[src/rtl/sprite_mover_if.sv]
// Bundles the gameLogic handshake and the VGA pixel bus of sprite_mover.
// The slave modport is the mover; the master modport is gameLogic plus the VGA adapter.
interface sprite_mover_if;
  logic [7:0] nextx;
  logic [6:0] nexty;
  logic       changeREGs;
  logic       enableGL;
  logic [7:0] currentX;
  logic [6:0] currentY;
  logic [7:0] vga_x;
  logic [6:0] vga_y;
  logic [2:0] vga_colour;
  logic       vga_plot;
  logic       busy;

  modport slave (
    input  nextx, nexty, changeREGs,
    output enableGL, currentX, currentY, vga_x, vga_y, vga_colour, vga_plot, busy
  );

  modport master (
    output nextx, nexty, changeREGs,
    input  enableGL, currentX, currentY, vga_x, vga_y, vga_colour, vga_plot, busy
  );
endinterface

[src/rtl/sprite_mover.sv]
// Owns the sprite position, paces gameLogic once per frame and repaints a SIZE x SIZE box on the VGA adapter.
// Define MOVER_TRAIL_EN to compile out the erase pass so the sprite leaves a trail.
module sprite_mover #(
  parameter int         SIZE          = 4,
  parameter int         XMAX          = 160,
  parameter int         YMAX          = 120,
  parameter logic [7:0] X_INIT        = 8'd0,
  parameter logic [6:0] Y_INIT        = 7'd0,
  parameter int         FRAME_DELAY   = 10000,
  parameter logic [2:0] SPRITE_COLOUR = 3'b111,
  parameter logic [2:0] BG_COLOUR     = 3'b000
) (
  input  logic          clock,
  input  logic          resetn,
  sprite_mover_if.slave bus
);

  localparam logic [3:0]  OFS_LAST = 4'(SIZE - 1);
  localparam logic [19:0] DLY_LAST = 20'(FRAME_DELAY - 1);
  localparam logic [8:0]  X_LIM    = 9'(XMAX);
  localparam logic [7:0]  Y_LIM    = 8'(YMAX);

`ifdef MOVER_TRAIL_EN
  typedef enum logic [2:0] {S_DRAW, S_DELAY, S_REQ, S_WAIT} state_t;
`else
  typedef enum logic [2:0] {S_DRAW, S_DELAY, S_REQ, S_WAIT, S_ERASE} state_t;
`endif

  state_t      r_state;
  logic [7:0]  r_cur_x;
  logic [6:0]  r_cur_y;
  logic [7:0]  r_old_x;
  logic [6:0]  r_old_y;
  logic [3:0]  r_ox;
  logic [3:0]  r_oy;
  logic [19:0] r_dly;
  logic        r_en;
  logic        r_plot;
  logic [7:0]  r_vga_x;
  logic [6:0]  r_vga_y;
  logic [2:0]  r_colour;
  logic        r_busy;

  logic        w_erase;
  logic        w_sweep;
  logic        w_last;
  logic        w_moved;
  logic [7:0]  w_base_x;
  logic [6:0]  w_base_y;
  logic [8:0]  w_sum_x;
  logic [7:0]  w_sum_y;

`ifdef MOVER_TRAIL_EN
  assign w_erase = 1'b0;
`else
  assign w_erase = (r_state == S_ERASE);
`endif

  assign w_sweep  = (r_state == S_DRAW) || w_erase;
  assign w_last   = (r_ox == OFS_LAST) && (r_oy == OFS_LAST);
  assign w_moved  = (bus.nextx != r_cur_x) || (bus.nexty != r_cur_y);
  assign w_base_x = w_erase ? r_old_x : r_cur_x;
  assign w_base_y = w_erase ? r_old_y : r_cur_y;
  // Sums are one bit wider than the screen coordinates so edge clipping sees the carry.
  assign w_sum_x  = {1'b0, w_base_x} + {5'd0, r_ox};
  assign w_sum_y  = {1'b0, w_base_y} + {4'd0, r_oy};

  // Frame sequencer, sweep counters and registered pixel/handshake outputs.
  always_ff @(posedge clock or negedge resetn) begin
    if (!resetn) begin
      r_state  <= S_DRAW;
      r_cur_x  <= X_INIT;
      r_cur_y  <= Y_INIT;
      r_old_x  <= X_INIT;
      r_old_y  <= Y_INIT;
      r_ox     <= 4'd0;
      r_oy     <= 4'd0;
      r_dly    <= 20'd0;
      r_en     <= 1'b0;
      r_plot   <= 1'b0;
      r_vga_x  <= 8'd0;
      r_vga_y  <= 7'd0;
      r_colour <= 3'b000;
      r_busy   <= 1'b1;
    end else begin
      r_plot <= 1'b0;
      r_en   <= 1'b0;
      if (w_sweep) begin
        r_vga_x  <= w_sum_x[7:0];
        r_vga_y  <= w_sum_y[6:0];
        r_colour <= w_erase ? BG_COLOUR : SPRITE_COLOUR;
        r_plot   <= (w_sum_x < X_LIM) && (w_sum_y < Y_LIM);
        if (r_ox == OFS_LAST) begin
          r_ox <= 4'd0;
          r_oy <= (r_oy == OFS_LAST) ? 4'd0 : r_oy + 4'd1;
        end else begin
          r_ox <= r_ox + 4'd1;
        end
      end
      case (r_state)
        S_DRAW: begin
          if (w_last) begin
            r_state <= S_DELAY;
            r_busy  <= 1'b0;
          end
        end
`ifndef MOVER_TRAIL_EN
        S_ERASE: begin
          if (w_last) begin
            r_state <= S_DRAW;
          end
        end
`endif
        S_DELAY: begin
          if (r_dly == DLY_LAST) begin
            r_dly   <= 20'd0;
            r_en    <= 1'b1;
            r_state <= S_REQ;
          end else begin
            r_dly <= r_dly + 20'd1;
          end
        end
        S_REQ: begin
          r_state <= S_WAIT;
        end
        S_WAIT: begin
          if (bus.changeREGs) begin
            r_old_x <= r_cur_x;
            r_old_y <= r_cur_y;
            r_cur_x <= bus.nextx;
            r_cur_y <= bus.nexty;
            // A stationary sprite needs no repaint, only the next frame delay.
            if (w_moved) begin
              r_busy <= 1'b1;
`ifdef MOVER_TRAIL_EN
              r_state <= S_DRAW;
`else
              r_state <= S_ERASE;
`endif
            end else begin
              r_state <= S_DELAY;
            end
          end
        end
        default: begin
          r_state <= S_DELAY;
          r_busy  <= 1'b0;
          r_dly   <= 20'd0;
        end
      endcase
    end
  end

  assign bus.enableGL   = r_en;
  assign bus.currentX   = r_cur_x;
  assign bus.currentY   = r_cur_y;
  assign bus.vga_x      = r_vga_x;
  assign bus.vga_y      = r_vga_y;
  assign bus.vga_colour = r_colour;
  assign bus.vga_plot   = r_plot;
  assign bus.busy       = r_busy;

endmodule

[src/flat_wrapper.sv]
// flat-port wrapper written by rule: the top's interface ports become plain ports
module sprite_mover_flat 
#(
  parameter int         SIZE          = 4,
  parameter int         XMAX          = 160,
  parameter int         YMAX          = 120,
  parameter logic [7:0] X_INIT        = 8'd0,
  parameter logic [6:0] Y_INIT        = 7'd0,
  parameter int         FRAME_DELAY   = 10000,
  parameter logic [2:0] SPRITE_COLOUR = 3'b111,
  parameter logic [2:0] BG_COLOUR     = 3'b000
)
  (clock, resetn, bus_nextx, bus_nexty, bus_changeREGs, bus_enableGL, bus_currentX, bus_currentY, bus_vga_x, bus_vga_y, bus_vga_colour, bus_vga_plot, bus_busy);
  sprite_mover_if bus_i ();
  input  logic clock;
  input  logic resetn;
  input wire logic [$bits(bus_i.nextx)-1:0] bus_nextx;
  input wire logic [$bits(bus_i.nexty)-1:0] bus_nexty;
  input wire logic [$bits(bus_i.changeREGs)-1:0] bus_changeREGs;
  output wire logic [$bits(bus_i.enableGL)-1:0] bus_enableGL;
  output wire logic [$bits(bus_i.currentX)-1:0] bus_currentX;
  output wire logic [$bits(bus_i.currentY)-1:0] bus_currentY;
  output wire logic [$bits(bus_i.vga_x)-1:0] bus_vga_x;
  output wire logic [$bits(bus_i.vga_y)-1:0] bus_vga_y;
  output wire logic [$bits(bus_i.vga_colour)-1:0] bus_vga_colour;
  output wire logic [$bits(bus_i.vga_plot)-1:0] bus_vga_plot;
  output wire logic [$bits(bus_i.busy)-1:0] bus_busy;
  assign bus_i.nextx = bus_nextx;
  assign bus_i.nexty = bus_nexty;
  assign bus_i.changeREGs = bus_changeREGs;
  assign bus_enableGL = bus_i.enableGL;
  assign bus_currentX = bus_i.currentX;
  assign bus_currentY = bus_i.currentY;
  assign bus_vga_x = bus_i.vga_x;
  assign bus_vga_y = bus_i.vga_y;
  assign bus_vga_colour = bus_i.vga_colour;
  assign bus_vga_plot = bus_i.vga_plot;
  assign bus_busy = bus_i.busy;
  sprite_mover #(.SIZE(SIZE), .XMAX(XMAX), .YMAX(YMAX), .X_INIT(X_INIT), .Y_INIT(Y_INIT), .FRAME_DELAY(FRAME_DELAY), .SPRITE_COLOUR(SPRITE_COLOUR), .BG_COLOUR(BG_COLOUR)) u_core (.clock(clock), .resetn(resetn), .bus(bus_i));
endmodule
[config.mk]
export PLATFORM = sky130hd
export DESIGN_NAME = sprite_mover_flat
export DESIGN_NICKNAME = d
export VERILOG_FILES = /design/src/rtl/sprite_mover_if.sv /design/src/rtl/sprite_mover.sv /design/src/flat_wrapper.sv
export SDC_FILE = /design/constraint.sdc
export NUM_CORES = 1
export LEC_CHECK = 0
export ABC_AREA = 1
export ABC_CLOCK_PERIOD_IN_PS = 5260
export CELL_PAD_IN_SITES_DETAIL_PLACEMENT = 1
export CELL_PAD_IN_SITES_GLOBAL_PLACEMENT = 1
export CORE_UTILIZATION = 45
export CTS_BUF_LIST = sky130_fd_sc_hd__clkbuf_16
export CTS_CLUSTER_DIAMETER = 150
export DETAILED_ROUTE_END_ITERATION = 12
export PLACE_DENSITY_LB_ADDON = 0.1
export SETUP_SLACK_MARGIN = 0.5
export SYNTH_ARGS = -nofsm -noshare
export SYNTH_HDL_FRONTEND = slang
export SYNTH_SLANG_ARGS = --single-unit
[constraint.sdc]
create_clock -name clock -period 5.26 [get_ports clock]
set_input_delay 1.052 -clock clock [delete_from_list [all_inputs] [get_ports clock]]
set_output_delay 1.052 -clock clock [all_outputs]
set_load 0.02 [all_outputs]
==> results of run 1 <==
-- worst register-to-register path, delay by kind of cell, from the launching register on --
| family | cells | cell delay (ns) |
|---|---|---|
| buffers and inverters | 1 | 0.35 |
| and+or+nand+nor | 10 | 1.58 |
| AOI/OAI and AO/OA | 1 | 0.15 |
| adders and majority gates | 2 | 0.64 |
| DFF | 1 | 0.43 |
-- metrics by stage --
stage / util, % / cell area (µm²) / hold slack, ns / cells / total power (µW)
finish: 56.8 / 5350 / 0.477 / 750 / 1280
floorplan: - / 4450 / 0.444 / 568 / 633
CTS: 56.8 / 5350 / 0.478 / 750 / 1290
global route: 56.8 / 5350 / 0.499 / 750 / 1310
global placement: 53.7 / 5050 / 0.457 / 734 / 661
detailed placement: 53.7 / 5050 / 0.462 / 734 / 661
-- logic make-up after synthesis --
logic type               after synthesis
adder cells (fa/ha/maj)               13
XOR/XNOR                              25
flip-flops                            80
AO/OA/AOI/OAI                         69
multiplexers                           5
AND/OR/NAND/NOR                      291
buffers and inverters                 85
-- flip-flops by register name, summed over array words and instances (netlist names) --
register and cells:
u_core.r_ox 4, u_core.bus.vga_plot 1, u_core.bus.vga_colour 1, u_core.r_oy 4
u_core.r_old_x 8, u_core.bus.vga_y 7, u_core.r_old_y 7, u_core.bus.vga_x 8
u_core.r_dly 20, u_core.bus.currentY 7, u_core.bus.enableGL 1, u_core.r_state 3
u_core.bus.busy 1, u_core.bus.currentX 8
-- per-layer routing --
metal,GRT usage (%),vias up,part of all wire [%]
met4,6.69,0,1.1
met3,4.21,14,3.5
li1,-,1915,-
met2,38.6,80,44
met1,37.9,1856,51
met5,0,-,0
-- layout make-up --
class / instances / area (µm²) / area share, %
Clock inverter: 7 / 71.3 / 1.33
Sequential cell: 80 / 2000 / 37.4
Multi-Input combinational cell: 403 / 2100 / 39.3
Inverter: 69 / 259 / 4.84
Timing Repair Buffer: 53 / 528 / 9.87
Clock buffer: 9 / 225 / 4.21
Tap cell: 129 / 161 / 3.02
-- how the worst min path moves through the flow --
stage | start | to | slack (ns) | cells past startpoint
finish | u_core.r_old_x[6] | u_core.r_old_x[6] | 0.48 | 2
CTS | u_core.bus.vga_y[1] | u_core.bus.vga_y[1] | 0.48 | 2
global route | u_core.bus.busy | u_core.bus.busy | 0.50 | 2
floorplan | u_core.r_old_x[6] | u_core.r_old_x[6] | 0.44 | 2
global placement | u_core.bus.vga_x[1] | u_core.bus.vga_x[1] | 0.46 | 2
detailed placement | u_core.bus.vga_y[1] | u_core.bus.vga_y[1] | 0.46 | 2
-- cells in the mapped netlist (all sizes together) --
library cell	n	area (µm²)
nor3b	1	7.51
xnor2	7	61.3
a31oi	2	12.5
nand3b	2	15.0
o21ai	40	200
nor2	59	264
or2	1	6.26
a21o	1	7.51
a22oi	1	7.51
nand3	43	215
fa	2	40.0
mux2	5	56.3
o22ai	1	6.26
nor3	13	70.1
dfstp	1	26.3
buf	8	60.1
clkinv	2	7.51
a21oi	23	119
dfrtp	79	1980
nand2	161	642
ha	11	138
inv	67	251
xor2	18	158
clkbuf	8	30.0
nand4	11	68.8
o31ai	1	7.51
-- cells in the final DEF (no fill, tap or decap), types with 2 or more instances in the layout --
cell	count
nand2_1	150
fa_1	2
inv_1	66
clkinv_1	2
nand2_2	9
clkbuf_16	9
xnor2_1	7
nand4_1	11
a21oi_1	22
nand3_1	43
clkdlybuf4s50_1	52
nor2_2	2
nand3b_1	2
nor2_1	52
a31oi_1	2
nand2_4	2
nor2_4	5
xor2_1	18
clkinvlp_4	2
dfrtp_1	79
o21ai_0	39
ha_1	11
nor3_1	12
inv_2	2
mux2_2	5
-- power by group --
group / internal (µW) / switching (µW) / total (µW)
Sequential: 615 / 0 / 615
Clock: 368 / 263 / 631
Combinational: 14.4 / 19.1 / 33.4
Total: 997 / 282 / 1280
==> impl_metrics.csv, run 1 <==
group,metric,value,unit
final_layout,syn_to_final_growth,20.1,%
power,powerDensity,239,nW/µm²
synthesis,muxShareOfSynthArea,1.26,%
drt,firstDrtPassIters,4,
placement,place_hpwl,8400,µm
drt,vias,3865,
timing,fin_ws,1.99,ns
clocking,cts_buffers,9,
clocking,hold_buffers,0,
timing,slew_headroom,29.6,%
timing,fin_crit_sh,62.1,%
critical_path,critPathMaxStageDelay,0.49,ns
final_layout,fillers,1145,
synthesis,netlist_instances,568,
die,initial_core_util,47.3,%
drt,drc,0,
clocking,clk_path_buf_depth,2,
final_layout,nets,647,
synthesis,synthSimpleGateAreaFrac,28.9,%
synthesis,synth_seq_cells,80,
synthesis,synth_area,4450,µm²
critical_path,endpoint_kind,"flip-flop",
drt,wl,11800,µm
synthesis,synth_xor_xnor_area_share,4.92,%
clocking,path_clk_slew,0.07,ns
critical_path,crit_chain,"nor2_4 > nand2_2 > clkinv_1 > o21ai_0 > ha_1 > fa_1 > nand2_1 > nand3_1 > nand3_1 > nand2_1 > nand2_1 > nand3_1 > nand2_1 > nor2_1",
drt,viasPerCell,5.15,
timing,rsz0062_at_grt,"false",
critical_path,path_common_cell,"nand2_1",
critical_path,critical_path_class,"reg -> reg",
power,ir_worst_vdd,0.126,mV
drt,avgRoutedWirePerCell,15.8,µm
critical_path,reg2reg_depth,14,
synthesis,ys_warn_count,0,
status,status,"complete, no violations",
placement,portBuffers,53,
global_route,grt_pass1_vias,3979,
die,ios,54,
die,rows,35,
timing,finalClockSkew,0.0107,ns
global_route,grt_use_total,25.5,%
critical_path,ff2ff_setup_slack,1.99,ns
die,die_y,101,µm
global_route,gr-total-overflow,0,
critical_path,crit_buf_inv,1,
synthesis,synth_fa_ha_area_share,3.99,%
synthesis,synth-compound-area-share,8.09,%
critical_path,cp.depth,14,
synthesis,syn_nets,599,
timing,setup_viol,0,
critical_path,worstPathArrival,3.49,ns
critical_path,worst-path-max-fanout,24,
critical_path,cp-endpoint,"u_core.bus.vga_plot",
clocking,cts_resized,0,
final_layout,drive_above_1_share,7.09,%
die,core-area,9420,µm²
die,die_w,101,µm
die,die_area,10300,µm²
timing,layout_min_cycle_time,3.27,ns
critical_path,r2r-end,"u_core.bus.vga_plot",
critical_path,crit_path_start_kind,"flip-flop",
drt,ant_nets,0,
run,cap_violations,0,
final_layout,antennaDiodeCount,0,
drt,drtIter0Drc,148,
clocking,h-tree-depth,3,
critical_path,cpMaxStageDelayCell,"nor2_4",
clocking,cts_root_buf,"clkbuf_16",
timing,report.final.hold_viol_count,0,
timing,worst_pin_slew,1.06,ns
power,leakagePower,0.00257,µW
critical_path,cp.required,5.48,ns
clocking,clock_sinks,80,
placement,finalWeightedCongestion,0.897,
critical_path,crit_path_start,"u_core.r_state[0]",
timing,tns,0,ns
placement,preCtsSetupSlack,2.01,ns
synthesis,ys_types,36,
hold_path,holdCritPathClass,"reg -> reg",
critical_path,crit_family,"simple AND/OR/NAND/NOR gates",
clocking,clkLatencyLatePin,0.34,ns
critical_path,r2r_start,"u_core.r_state[0]",
global_route,grt_max_degree,81,
timing,max_freq,0.306,GHz
clocking,post_cts_buffers,0,
timing,report.final.slew_viol_count,0,
synthesis,yosysSeqAreaShare,45.0,%
synthesis,synth_area_per_cell,7.84,µm²
clocking,cts_tree,"done",
synthesis,synth_top_family_by_area,"simple AND/OR/NAND/NOR gates",
global_route,grt_pass1_wl,20000,µm
global_route,antenna_found_initial,0,
No activity file was read; power rests on OpenSTA's default activity.
==> run 2, diff against run 1 <==
--- a/config.mk
+++ b/config.mk
@@ -6,10 +6,10 @@
 export NUM_CORES = 1
 export LEC_CHECK = 0
 export ABC_AREA = 1
-export ABC_CLOCK_PERIOD_IN_PS = 5260
+export ABC_CLOCK_PERIOD_IN_PS = 2850
 export CELL_PAD_IN_SITES_DETAIL_PLACEMENT = 1
 export CELL_PAD_IN_SITES_GLOBAL_PLACEMENT = 1
-export CORE_UTILIZATION = 45
+export CORE_UTILIZATION = 37
 export CTS_BUF_LIST = sky130_fd_sc_hd__clkbuf_16
 export CTS_CLUSTER_DIAMETER = 150
 export DETAILED_ROUTE_END_ITERATION = 12
==> constraint.sdc (replaced) <==
create_clock -name clock -period 2.85 [get_ports clock]
set_input_delay 0.57 -clock clock [delete_from_list [all_inputs] [get_ports clock]]
set_output_delay 0.57 -clock clock [all_outputs]
set_load 0.02 [all_outputs]
==> run 2 against run 1 <==
Net effect: the run now ends with design-rule violations left; clock-buffer cell count is the same; non-clock buffer count grew 9; via count shrank 0.23%.
==> impl_metrics.csv, run 2 (synthesis gave the netlist of run 1 again) <==
group,metric,value,unit
power,p_seq_share,46.5,%
final_layout,antennaDiodeCount,0,
clocking,cts_tree,"done",
clocking,clock_sinks,80,
status,status,"complete, but fails checks",
power,netSwitchingPower,515,µW
final_layout,drive_above_1_share,9.05,%
final_layout,post-route-util,47.4,%
drt,avgRoutedWirePerCell,15.4,µm
clocking,clk_path_buf_depth,2,
power,swShare,21.1,%
die,rows,39,
die,core-area,11600,µm²
die,initial_core_util,38.5,%
timing,layout_min_cycle_time,2.19,ns
timing,max_freq,0.457,GHz
hold_path,holdCritPathClass,"in -> async",
power,p_int,1920,µW
global_route,grt_use_total,20.6,%
drt,ant_nets,0,
die,die_area,12500,µm²
status,failed_checks,"design-rule violations",
final_layout,largest_reg_flops,20,
global_route,grt_pass1_vias,3965,
power,p_comb_share,2.7,%
timing,fin_crit_sh,76.7,%
timing,slew_headroom,50.2,%
placement,portBuffers,53,
clocking,path_clk_slew,0.06,ns
timing,tns,0,ns
critical_path,endpoint_kind,"flip-flop",
final_layout,layout_commonest_cell,"nand2_1",
die,ios,54,
timing,setup_viol,0,
timing,report.final.slew_viol_count,0,
timing,rsz0062_at_grt,"true",
drt,vias,3856,
critical_path,worstPathArrival,2.42,ns
placement,place_hpwl,8950,µm
drt,drtIter0Drc,164,
final_layout,nets,656,
critical_path,reg2reg_depth,14,
final_layout,regMostFlops,"u_core.r_dly",
final_layout,syn_to_final_growth,23.1,%
clocking,h-tree-depth,3,
critical_path,worst-path-max-fanout,13,
power,powerDensity,445,nW/µm²
drt,wl,11900,µm
global_route,grt_pass1_wl,20200,µm
drt,firstDrtPassIters,8,
critical_path,cp.required,3.09,ns
clocking,hold_buffers,0,
die,die_y,112,µm
global_route,antenna_found_initial,0,
timing,worst_pin_slew,0.746,ns
clocking,cts_buffers,9,
clocking,cts_root_buf,"clkbuf_16",
timing,report.final.hold_viol_count,0,
critical_path,crit_path_start_kind,"flip-flop",
critical_path,critical_path_class,"reg -> reg",
run,cap_violations,0,
drt,viasPerCell,4.99,
die,die_w,112,µm
power,ir_worst_vdd,0.211,mV
clocking,clkLatencyLatePin,0.34,ns
power,clkPwrFrac,50.7,%
global_route,grt_max_degree,46,
power,leakagePower,0.00262,µW
global_route,gr-total-overflow,0,
placement,finalWeightedCongestion,0.811,
timing,finalClockSkew,0.00871,ns
drt,drc,3,
final_layout,final_cell_mix,"149 x nand2_1, 79 x dfrtp_1, 66 x inv_1",
run 2: what timing repair did:
item,CTS,global route
resized for setup,2,10
pin swaps,0,2
setup buffers,1,1
gates cloned,0,0
endpoints found under the setup margin,4,6
run 2: worst paths after layout:
kind                                     start             endpoint  slack (ns)
hold / removal                          resetn  u_core.bus.vga_y[0]        0.20
max in group asynchronous               resetn      u_core.bus.busy        1.98
min in group clock         u_core.bus.vga_y[0]  u_core.bus.vga_y[0]        0.47
hold reg to reg            u_core.bus.vga_y[0]  u_core.bus.vga_y[0]        0.47
setup / recovery             u_core.r_state[1]  u_core.bus.vga_plot        0.66
setup reg to reg             u_core.r_state[1]  u_core.bus.vga_plot        0.66
run 2: worst max-delay path, stage by stage (launching register included):
cell	delay, ns
dfrtp_1	0.40
nor2_4	0.12
nand2_2	0.08
clkinv_4	0.09
o21ai_0	0.09
ha_1	0.23
fa_1	0.44
a21oi_2	0.18
a21oi_2	0.06
nand2_1	0.10
nand2_1	0.09
nand2_1	0.07
nand2_1	0.05
inv_1	0.04
nor2_1	0.04
run 2: power groups by stage:
stage          Sequential [µW]  Combinational [µW]  Clock, µW
4_1_cts                   1140                69.0       1260
2_1_floorplan             1160                10.5          0
3_3_place_gp              1160                68.0          0
5_1_grt                   1130                74.2       1310
6_report                  1140                66.2       1240
3_5_place_dp              1160                68.9          0
run 2: routing by layer:
metal	wire [µm]	track usage [%]	up-vias	share of wire, %
met5	0	0	-	0
met4	170	7.30	0	1.4
met2	4970	30.4	65	42
met1	6350	30.5	1850	53
li1	-	-	1930	-
met3	394	3.38	11	3.3
run 2: through the flow:
step	hold slack (ns)	power (µW)	area, µm²	std cells	setup WS (ns)
4_1_cts	0.213	2470	5460	772	0.537
3_3_place_gp	0.455	1220	5140	755	0.429
2_1_floorplan	0.274	1170	4460	568	0.544
3_5_place_dp	0.463	1230	5140	755	0.326
6_report	0.198	2440	5480	773	0.664
5_1_grt	0.230	2520	5480	773	0.473
run 2: cell type report:
cell class,count,area (µm²)
Timing Repair Buffer,62,608
Clock inverter,7,87.6
Fill cell,1441,6080
Tap cell,143,179
Sequential cell,80,2000
Multi-Input combinational cell,403,2110
Clock buffer,9,225
Inverter,69,267
